## config.mk

```make
export PLATFORM = sky130hd
export DESIGN_NAME = serial_subtractor
export DESIGN_NICKNAME = d
export VERILOG_FILES = /design/src/rtl/serial_subtractor.sv
export SDC_FILE = /design/constraint.sdc
export NUM_CORES = 1
export LEC_CHECK = 0
export CORE_ASPECT_RATIO = 0.7
export CORE_MARGIN = 2
export CORE_UTILIZATION = 55
export CTS_CLUSTER_SIZE = 20
export DETAILED_ROUTE_END_ITERATION = 10
export GPL_ROUTABILITY_DRIVEN = 0
export GPL_TIMING_DRIVEN = 0
export HOLD_SLACK_MARGIN = 0.08
export PLACE_DENSITY = 0.84
export RECOVER_POWER = 25
export SETUP_SLACK_MARGIN = 0.1
export SYNTH_ARGS = -nofsm -noshare
export SYNTH_HDL_FRONTEND = slang
export SYNTH_SLANG_ARGS = --single-unit
export TNS_END_PERCENT = 20
```

## constraint.sdc

```tcl
create_clock -name clk -period 3.6 [get_ports clk]
set_input_delay 0.72 -clock clk [delete_from_list [all_inputs] [get_ports clk]]
set_output_delay 0.72 -clock clk [all_outputs]
set_load 0.01 [all_outputs]
```

## src/rtl/serial_subtractor.sv

```systemverilog
// Bit-serial two's-complement subtractor, LSB first, one bit per clock.
// Start/done handshake; result and flags are held until the next completion.
module serial_subtractor #(
  parameter int WIDTH = 8
) (
  input  logic             clk,
  input  logic             rst_n,
  input  logic             start,
  input  logic [WIDTH-1:0] a,
  input  logic [WIDTH-1:0] b,
  output logic             busy,
  output logic             done,
  output logic [WIDTH-1:0] diff,
  output logic             borrow,
  output logic             overflow
);

  localparam int CW = $clog2(WIDTH);
  localparam logic [CW-1:0] LAST = CW'(WIDTH - 1);

  typedef enum logic [1:0] {
    IDLE = 2'd0,
    RUN  = 2'd1,
    DONE = 2'd2
  } state_t;

  state_t           state_q;
  logic [WIDTH-1:0] a_q;
  logic [WIDTH-1:0] b_q;
  logic [WIDTH-1:0] res_q;
  logic [CW-1:0]    cnt_q;
  logic             br_q;
  logic             busy_q;
  logic             done_q;
  logic [WIDTH-1:0] diff_q;
  logic             borrow_q;
  logic             ovf_q;

  logic             a_bit;
  logic             b_bit;
  logic             d_bit;
  logic             br_d;
  logic [WIDTH-1:0] res_d;

  // Full-subtractor cell on the current LSBs of the operand shifters
  assign a_bit = a_q[0];
  assign b_bit = b_q[0];
  assign d_bit = a_bit ^ b_bit ^ br_q;
  assign br_d  = (~a_bit & b_bit) | (~(a_bit ^ b_bit) & br_q);
  assign res_d = {d_bit, res_q[WIDTH-1:1]};

  always_ff @(posedge clk or negedge rst_n) begin
    if (!rst_n) begin
      state_q  <= IDLE;
      a_q      <= '0;
      b_q      <= '0;
      res_q    <= '0;
      cnt_q    <= '0;
      br_q     <= 1'b0;
      busy_q   <= 1'b0;
      done_q   <= 1'b0;
      diff_q   <= '0;
      borrow_q <= 1'b0;
      ovf_q    <= 1'b0;
    end else begin
      unique case (state_q)
        IDLE, DONE: begin
          done_q <= 1'b0;
          if (start) begin
            state_q <= RUN;
            busy_q  <= 1'b1;
            a_q     <= a;
            b_q     <= b;
            br_q    <= 1'b0;
            cnt_q   <= '0;
          end else begin
            state_q <= IDLE;
            busy_q  <= 1'b0;
          end
        end
        RUN: begin
          a_q   <= a_q >> 1;
          b_q   <= b_q >> 1;
          res_q <= res_d;
          br_q  <= br_d;
          if (cnt_q == LAST) begin
            // a_bit/b_bit are the operand sign bits on the final step
            state_q  <= DONE;
            busy_q   <= 1'b0;
            done_q   <= 1'b1;
            diff_q   <= res_d;
            borrow_q <= br_d;
            ovf_q    <= (a_bit != b_bit) && (d_bit != a_bit);
          end else begin
            cnt_q <= cnt_q + 1'b1;
          end
        end
        default: begin
          state_q <= IDLE;
          busy_q  <= 1'b0;
          done_q  <= 1'b0;
        end
      endcase
    end
  end

  assign busy     = busy_q;
  assign done     = done_q;
  assign diff     = diff_q;
  assign borrow   = borrow_q;
  assign overflow = ovf_q;

endmodule
```

==> impl_metrics.csv <==
group,metric,value,unit
outcome,status,"complete, but fails checks",
outcome,violations,"max-capacitance violations, max-slew violations",
route,vias,1272,
power,power_density,885,nW/um2
sta,timing.fmax,0.454,GHz
power,p_leak,0.971,nW
worst_setup_path,crit_path_max_incr_delay,1.46,ns
clock_network,clk-insertion-delay-late,0.29,ns
placement,portBuffers,30,
route,wl,3.37,mm
logic_synthesis,ys_types,22,
route,first_pass_iters,4,
worst_setup_path,worstPathBufferInverterCount,1,
placement,dp.cells,222,
worst_setup_path,crit_type,"in2async",
clock_network,cts_tree,"done",
clock_network,cts_buffers,5,
worst_setup_path,r2r_end,"diff[5]",
logic_synthesis,synth_fp_nets,179,
floorplan,die_y,50.2,um
route,drtAntennaViolNets,0,
power,peakVddDrop,0.000508,V
cells_and_area,nets,216,
sta,period_share,0.612,
power,power,1.87,mW
logic_synthesis,synthArstFlopShare,1.00,
min_path,min_from,"overflow",
route,routed_via_density,5.53,
worst_setup_path,required,3.59,ns
sta,relSlewSlack,-0.381,
sta,hold_violations,0,
worst_setup_path,reg2reg_slack,1.90,ns
global_routing,grt_max_degree,41,
logic_synthesis,synthFlopType,"dfrtp_1",
clock_network,clock_sinks,40,
sta,slew_violations,41,
worst_setup_path,crit_slowest_cell,"clkbuf_1",
floorplan,die_x,70.0,um
worst_setup_path,endpoint_kind,"asynchronous set/reset pin",
logic_synthesis,ys_seq_area_frac,0.597,
worst_setup_path,start_kind,"primary input",
route,wl_per_cell,14.6,um
global_routing,grt_overflow,0,
clock_network,ctsHoldBuffers,0,
global_routing,grt_pass1_wl,5.75,mm
clock_network,path_clk_slew,0.08,ns
logic_synthesis,postSynthCellCount,156,
sta,finalSetupTns,0,ns
placement,dp_hpwl,2.35,mm
clock_network,cts.path.max_buffers,2,
global_routing,grt_use_total,0.212,
floorplan,core-area,2840,um2
global_routing,antenna_found_initial,0,
clock_network,postCtsSetupBuffers,0,
sta,setup_viol,0,
logic_synthesis,synth_edf_count,0,
cells_and_area,final_cell_count_no_fill,230,
cells_and_area,areaGrowthSynthToFinish,25.8,%
logic_synthesis,netlist_area,1680,um2
worst_setup_path,crit_path_max_fanout,40,
clock_network,cts_max_level,2,
floorplan,ios,31,
job,drv_cap,1,
worst_setup_path,worstPathArrival,2.19,ns
route,drcViolationCount,0,
min_path,hold_class,"reg2reg",
logic_synthesis,yosys_warnings,0,
cells_and_area,antenna_cells,0,
cells_and_area,drive_above_1_share,0.129,
floorplan,die-area,3510,um2
min_path,whs_endpoint,"overflow",
clock_network,cts_resized,0,
worst_setup_path,worst_r2r_path_depth,5,
global_routing,grt_pass1_vias,1327,
sta,finClkSkew,0.00640,ns
sta,worst_pin_slew,2.07,ns
worst_setup_path,cp_top_family,"buffers and inverters",
worst_setup_path,path_cells,"clkbuf_1",
floorplan,start_util,0.589,
clock_network,cts_root_buffer,"clkbuf_8",
floorplan,core.rowCount,16,
sta,rsz0062_at_grt,"no",
route,initialDrtViolationCount,77,
min_path,holdPathStages,2,
logic_synthesis,syn_area_per_cell,10.7,um2
sta,fin_crit,2.20,ns
worst_setup_path,r2r-start,"cnt_q[0]",
logic_synthesis,ys_seq_elements,40,
worst max-delay path by stage:
stage / from / endpoint / slack, ns / depth (start not counted)
after detailed placement: start / a_q[6] / 1.50 / 6
after global placement: rst_n / cnt_q[1] / 0.94 / 1
after CTS: busy / busy / 1.59 / 1
after global routing: rst_n / cnt_q[1] / 0.92 / 1
after floorplan: cnt_q[0] / diff[4] / 2.06 / 5
final: rst_n / busy / 1.40 / 1
synth_stat cells, types with 2 or more instances:
cell	number	share of area
mux2_2	9	0.060
a31oi_1	14	0.052
o21ai_1	3	0.0090
o21ai_0	4	0.012
nand2b_1	2	0.0075
clkbuf_1	3	0.0067
mux2_1	4	0.027
a22o_1	2	0.010
ha_1	3	0.022
nand3_1	4	0.012
buf_2	7	0.021
nor2_1	16	0.036
inv_1	5	0.011
dfrtp_1	40	0.60
nand2_1	33	0.074
where the power goes:
part           internal (mW)  switching [mW]  total [mW]
combinational          0.379           0.386       0.765
clock                  0.153           0.151       0.304
sequential             0.665           0.131       0.796
cells in the final DEF (no fill, tap or decap):
| cell | count |
|---|---|
| dfrtp_1 | 40 |
| nand2_1 | 33 |
| clkdlybuf4s50_1 | 29 |
| nor2_1 | 16 |
| a31oi_1 | 14 |
| mux2_2 | 9 |
| buf_2 | 7 |
| clkbuf_8 | 6 |
| inv_1 | 5 |
| clkbuf_1 | 4 |
| o21ai_0 | 4 |
| nand3_1 | 4 |
| mux2_1 | 4 |
| o21ai_1 | 3 |
| ha_1 | 3 |
| nand2b_1 | 2 |
| a22o_1 | 2 |
| clkinv_2 | 2 |
| nor2b_1 | 1 |
| nand3b_2 | 1 |
| and2_1 | 1 |
| or3b_1 | 1 |
| xor2_1 | 1 |
| o31ai_1 | 1 |
| fa_1 | 1 |
final cells by class:
cell class / count / area [um2]
Inverter: 5 / 18.8
Buffer: 10 / 46.3
Clock inverter: 2 / 10.0
Multi-Input combinational cell: 101 / 609
Fill cell: 193 / 736
Tap cell: 36 / 45.0
Clock buffer: 6 / 82.6
Sequential cell: 40 / 1000
Timing Repair Buffer: 30 / 294
per-stage QoR:
| stage | utilization | hold slack (ns) | worst slack (ns) | instance area, um2 |
|---|---|---|---|---|
| 2_1_floorplan | - | 0.424 | 2.06 | 1680 |
| 3_3_place_gp | 0.711 | 0.459 | 0.941 | 2020 |
| 3_5_place_dp | 0.709 | 0.476 | 1.50 | 2020 |
| 4_1_cts | 0.742 | 0.493 | 1.59 | 2110 |
| 5_1_grt | 0.741 | 0.520 | 0.916 | 2110 |
| 6_report | 0.741 | 0.486 | 1.40 | 2110 |
registers in the layout, indices dropped and copies added, names as in the netlist:
name	flops
borrow	1
b_q	8
res_q	7
br_q	1
state_q	1
a_q	8
diff	8
cnt_q	3
done	1
overflow	1
busy	1
routing by layer:
layer / wire, um / global-route usage
met2: 1580 / 0.352
met3: 230 / 0.0783
met5: 0 / 0
met1: 1500 / 0.265
met4: 51 / 0.0609
logic make-up after synthesis:
logic type | synth area share
buffers and inverters | 0.0388
DFF | 0.597
AOI/OAI and AO/OA | 0.0881
xor gates and xnor gates | 0.00523
and+or+nand+nor | 0.149
adders and majority gates | 0.0344
muxes | 0.0874
Note: power is estimated with default switching activity, not from simulation.
==> patch 1: new RTL, config.mk and constraints unchanged <==
The parameter `WIDTH` goes from 8 to 16.
--- a/src/rtl/serial_subtractor.sv
+++ b/src/rtl/serial_subtractor.sv
@@ -1,7 +1,7 @@
 // Bit-serial two's-complement subtractor, LSB first, one bit per clock.
 // Start/done handshake; result and flags are held until the next completion.
 module serial_subtractor #(
-  parameter int WIDTH = 8
+  parameter int WIDTH = 16
 ) (
   input  logic             clk,
   input  logic             rst_n,
Interface: changed (resized a, b and diff); port bits go from 31 to 55. The function was not compared with the original's and may differ.
==> patch 1 against the unedited design <==
  * The run still ends with capacitance limit, slew limit left
  * Utilization is 0.31 points higher
  * Combinational power is 74% higher
  * Power increased by 88%
  * Count of clock-buffer cells in the layout grew 5
  * Die area rose by 80%
  * Setup slack improved by 0.14 ns
  * Sequential cell count increased by 33
  * Sequential share of layout area down 1.8 points
  * Final area rose by 90%
  * Clock power increased to 2.5 times the old value
  * Via count grew 86%
  * Area after synthesis up 87%
  * Wire length rose by 91%
  * Critical path type is now reg -> out
==> patch 1: results (changes against the unedited design) <==
* Clock transition at path regs at 0.07 ns
* Top cells by area, synth: dfrtp_1 (58%), nand2_1 (13%), a31oi_1 (6.0%) (was dfrtp_1 (60%), nand2_1 (7.4%), mux2_2 (6.0%))
* Leak Pwr at 1.88 nW (was 0.971 nW)
* Hold Crit Class: reg -> reg (unchanged)
* DR WL/cell at 14.2 um (was 14.6 um)
* Slowest cell on the critical path: clkdlybuf4s50_1 (was clkbuf_1)
* Num CTS Buffers at 9 (was 5)
* Clock tree buffer depth at 2 (unchanged)
* Synth cell count leaders: nand2_1 (108), dfrtp_1 (73), nor2_1 (32) (was dfrtp_1 (40), nand2_1 (33), nor2_1 (16))
* Ant diodes at 0 (unchanged)
* Pin count of the biggest net entering global routing at 74 (was 41)
* Vias per inst at 5.23 (was 5.53)
* Slew Limit Fails at 74 (was 41)
* GRT Total Usage at 22.9% (was 21.2%)
* Dpl hpwl at 4.31 mm (was 2.35 mm)
* Final Skew at 0.00650 ns (was 0.00640 ns)
* Worst path max stage delay at 0.57 ns (was 1.46 ns)
* Syn Area/Cell at 10.0 sq um (was 10.7 sq um)
* IO buf count at 54 (was 30)
* Crit Path Max Fanout at 5 (was 40)
* Worst-Skew Late Latency at 0.34 ns (was 0.29 ns)
* Routed via count at 2,367 (was 1,272)
* Slew headroom at -16.3% (was -38.1%)
* Status: complete, but fails checks (unchanged)
* Post-synthesis sequential area ratio at 58.4% (was 59.7%)
* DR iter-0 viols at 173 (was 77)
* Nets at 414 (was 216)
* Failing checks: capacitance limit, slew limit (unchanged)
* Reg2Reg Launch Point: a_q[0]$_DFFE_PN0P_ (was cnt_q[0]$_DFFE_PN0P_)
* Htree depth at 3 (was 2)
* Post-CTS Resized at 0 (unchanged)
* Postcts setup bufs at 0 (unchanged)
* Dpl cell area at 3750 sq um (was 2020 sq um)
* DRT Pass-1 Iters at 6 (was 4)
* Pre-CTS WS at 1.36 ns (was 1.50 ns)
* Max cap viols at 1 (unchanged)
* Hold Path Origin: res_q[1]$_DFFE_PN0N_ (was overflow$_DFFE_PN0P_)
* First-pass GRT wire length at 10.7 mm (was 5.75 mm)
* Post-Syn Nets at 349 (was 179)
* Post-Place Cells at 437 (was 222)
* Asr flop ratio synth at 100% (unchanged)
* Critical path data arrival time at 1.34 ns (was 2.19 ns)
* Initial antenna violation count at 0 (unchanged)
* Post-synthesis cell type count at 31 (was 22)
* Fill cells at 376 (was 193)
* Maximum vdd drop at 0.000367 V (was 0.000508 V)
* Root buffer cell: clkbuf_8 (unchanged)
* Vias in the first global route at 2,315 (was 1,327)
* Warnings from Yosys at 0 (unchanged)
* CP top delay family: buffers and inverters (unchanged)
* Worst Setup SP: state_q[0]$_DFFE_PN0P_ (was rst_n)
* Share of layout cells above drive strength 1 at 11.3% (was 12.9%)
## patch 1: cell count changes in the layout (fill, tap and decap cells not counted), moves of 3 or more
cell             delta
bufinv_16           +3
mux2_4              +8
nor2_1             +16
mux2_1              -4
clkbuf_8            +4
clkdlybuf4s50_1    +24
clkbuf_1            +9
a31oi_1            +16
nand2_1            +75
nand3_1             -3
mux2i_1             +3
dfrtp_1            +33
o21ai_1             -3
## patch 1: final timing paths
path                                              to  slack [ns]  cells past startpoint
min in group asynchronous       diff[11]$_DFFE_PN0P_        0.83                      1
worst min-delay path            res_q[1]$_DFFE_PN0N_        0.49                      2
max in group asynchronous           br_q$_DFFE_PN0P_        1.73                      1
worst max register to register  overflow$_DFFE_PN0P_        1.87                      5
worst min register to register  res_q[1]$_DFFE_PN0N_        0.49                      2
worst max-delay path                            busy        1.54                      1
## patch 1: logic make-up (layout without fill, tap and decap cells)
logic type	after synthesis	count (layout)	synth area share, %
multiplexers	20	20	8.05
adder cells (fa/ha/maj)	3	3	1.44
buffers and inverters	25	95	4.20
flip-flops	73	73	58.4
XOR/XNOR	2	2	0.561
AND/OR/NAND/NOR	147	147	18.7
AO/OA/AOI/OAI	41	41	8.57
## patch 1: area by class of cell
| cell class | count | area (sq um) | share of cell area (%) |
|---|---|---|---|
| sequential | 73 | 1830 | 45.7 |
| multi-input combinational | 213 | 1170 | 29.2 |
| buffer | 21 | 116 | 2.91 |
| inverter | 4 | 15.0 | 0.376 |
| timing repair buffer | 54 | 536 | 13.4 |
| tap | 72 | 90.1 | 2.25 |
| clock inverter | 5 | 103 | 2.57 |
| clock buffer | 11 | 141 | 3.54 |
## patch 1: per-layer routing
layer / vias up / global-route usage (%) / wire, um
li1: 1156 / - / -
met2: 57 / 35.4 / 3080
met1: 1148 / 30.6 / 3040
met4: 0 / 6.88 / 57
met5: - / 0 / 0
met3: 6 / 7.92 / 263
## patch 1: per-stage QoR
stage / setup TNS, ns / hold WS (ns)
finish: 0 / 0.494
global route: 0 / 0.515
CTS: 0 / 0.497
detailed placement: 0 / 0.479
global placement: -44.37 / 0.457
floorplan: 0 / 0.424
## patch 1: power breakdown
part	leakage (nW)	switching [mW]	internal, mW
combinational	0.872	0.696	0.632
clock	0.120	0.293	0.478
sequential	0.892	0.235	1.18
total	1.88	1.22	2.29
==> patch 2: new RTL, same settings <==
Made on the original files. Re-encode `state_t` (3 states) as one-hot, 3 bits wide.
--- a/src/rtl/serial_subtractor.sv
+++ b/src/rtl/serial_subtractor.sv
@@ -18,10 +18,10 @@
   localparam int CW = $clog2(WIDTH);
   localparam logic [CW-1:0] LAST = CW'(WIDTH - 1);
 
-  typedef enum logic [1:0] {
-    IDLE = 2'd0,
-    RUN  = 2'd1,
-    DONE = 2'd2
+  typedef enum logic [2:0] {
+    IDLE = 3'b001,
+    RUN  = 3'b010,
+    DONE = 3'b100
   } state_t;
 
   state_t           state_q;
Formal check against the unedited RTL: no difference found for any inputs over 10 cycles, from zero or initial values and one cycle with rst_n low; not proved beyond that.
==> patch 2 against the unedited design <==
  * The run still ends with capacitance limit, slew limit left
  * Wire length rose by 22%
  * Setup slack worse by 0.033 ns
  * Via count is 16% higher
  * Utilization is 2.4 points lower
  * Register-to-register slack got worse by 0.20 ns
  * Critical path depth unchanged
  * Power shrank 13%
  * Non-clock buffer count up 3
  * Sequential cell count is 1 higher
  * Area after synthesis increased by 9.3%
  * Global-route usage increased by 3.1 points
  * First-iteration DRC count is 100% higher
  * Final area up 7.9%
  * Largest cell class unchanged
  * Highest routed layer unchanged
==> patch 2: results (changes against the unedited design) <==
* Leak Pwr at 1.06 nW (was 0.971 nW)
* Max cap viols at 1 (unchanged)
* Synth Area in Adders at 3.14% (was 3.44%)
* Hold Path End: diff[7]$_DFFE_PN0P_ (was overflow$_DFFE_PN0P_)
* Post-synthesis xor/xnor area fraction at 1.85% (was 0.523%)
* Final Cell Area at 2270 sq um (was 2110 sq um)
* Worst path max stage delay at 1.48 ns (was 1.46 ns)
* Clk_buf instances at 7 (was 6)
* Fill cells at 205 (was 193)
* DR iter-0 viols at 155 (was 77)
* Post-synthesis cell type count at 32 (was 22)
* Failing checks: capacitance limit, slew limit (unchanged)
* Worst-Skew Late Latency at 0.31 ns (was 0.29 ns)
* Pwr dens at 714 nW/um^2 (was 885 nW/um^2)
* Vias per inst at 5.86 (was 5.53)
* Grt met2 use at 35.8% (was 35.2%)
* Vias in the first global route at 1,483 (was 1,327)
* Status: complete, but fails checks (unchanged)
* Synth cell count leaders: dfrtp_1 (40), nand2_1 (38), nand3_1 (30) (was dfrtp_1 (40), nand2_1 (33), nor2_1 (16))
* Hold Slack at 0.483 ns (was 0.486 ns)
* Dpl cell area at 2170 sq um (was 2020 sq um)
* Crit Path Max Fanout at 41 (was 40)
* Slew Limit Fails at 42 (was 41)
* M3 GR Usage at 5.96% (was 7.83%)
* Slew headroom at -40.7% (was -38.1%)
* Grt met1 use at 32.2% (was 26.5%)
* Mux contribution to synthesized area at 4.92% (was 8.74%)
* R2r setup slk at 1.70 ns (was 1.90 ns)
* Dpl hpwl at 2.91 mm (was 2.35 mm)
* Signal inverters at 2 (was 5)
patch 2: changes by cell type after synthesis, sizes merged, moves of 3 or more:
cell,delta
o211ai,+14
mux2,-5
inv,-3
a21oi,+3
nand2,+5
clkbuf,+4
nor2,-13
nand3,+26
a31oi,-14
patch 2: metal layers:
| metal | part of all wire (%) | vias up |
|---|---|---|
| li1 | - | 685 |
| met1 | 45 | 726 |
| met2 | 46 | 53 |
| met3 | 5.1 | 13 |
| met4 | 3.7 | 0 |
| met5 | 0 | - |
patch 2: worst max-delay path by stage:
| stage | from | end | cells after the start |
|---|---|---|---|
| CTS | state_q[2]$_DFFE_PN0P_ | done | 1 |
| global route | rst_n | a_q[2]$_DFFE_PN0P_ | 1 |
| global placement | rst_n | b_q[7]$_DFFE_PN0P_ | 1 |
| detailed placement | start | a_q[5]$_DFFE_PN0P_ | 6 |
| finish | rst_n | cnt_q[1]$_DFFE_PN0P_ | 1 |
| floorplan | cnt_q[0]$_DFFE_PN0P_ | borrow$_DFFE_PN0P_ | 6 |
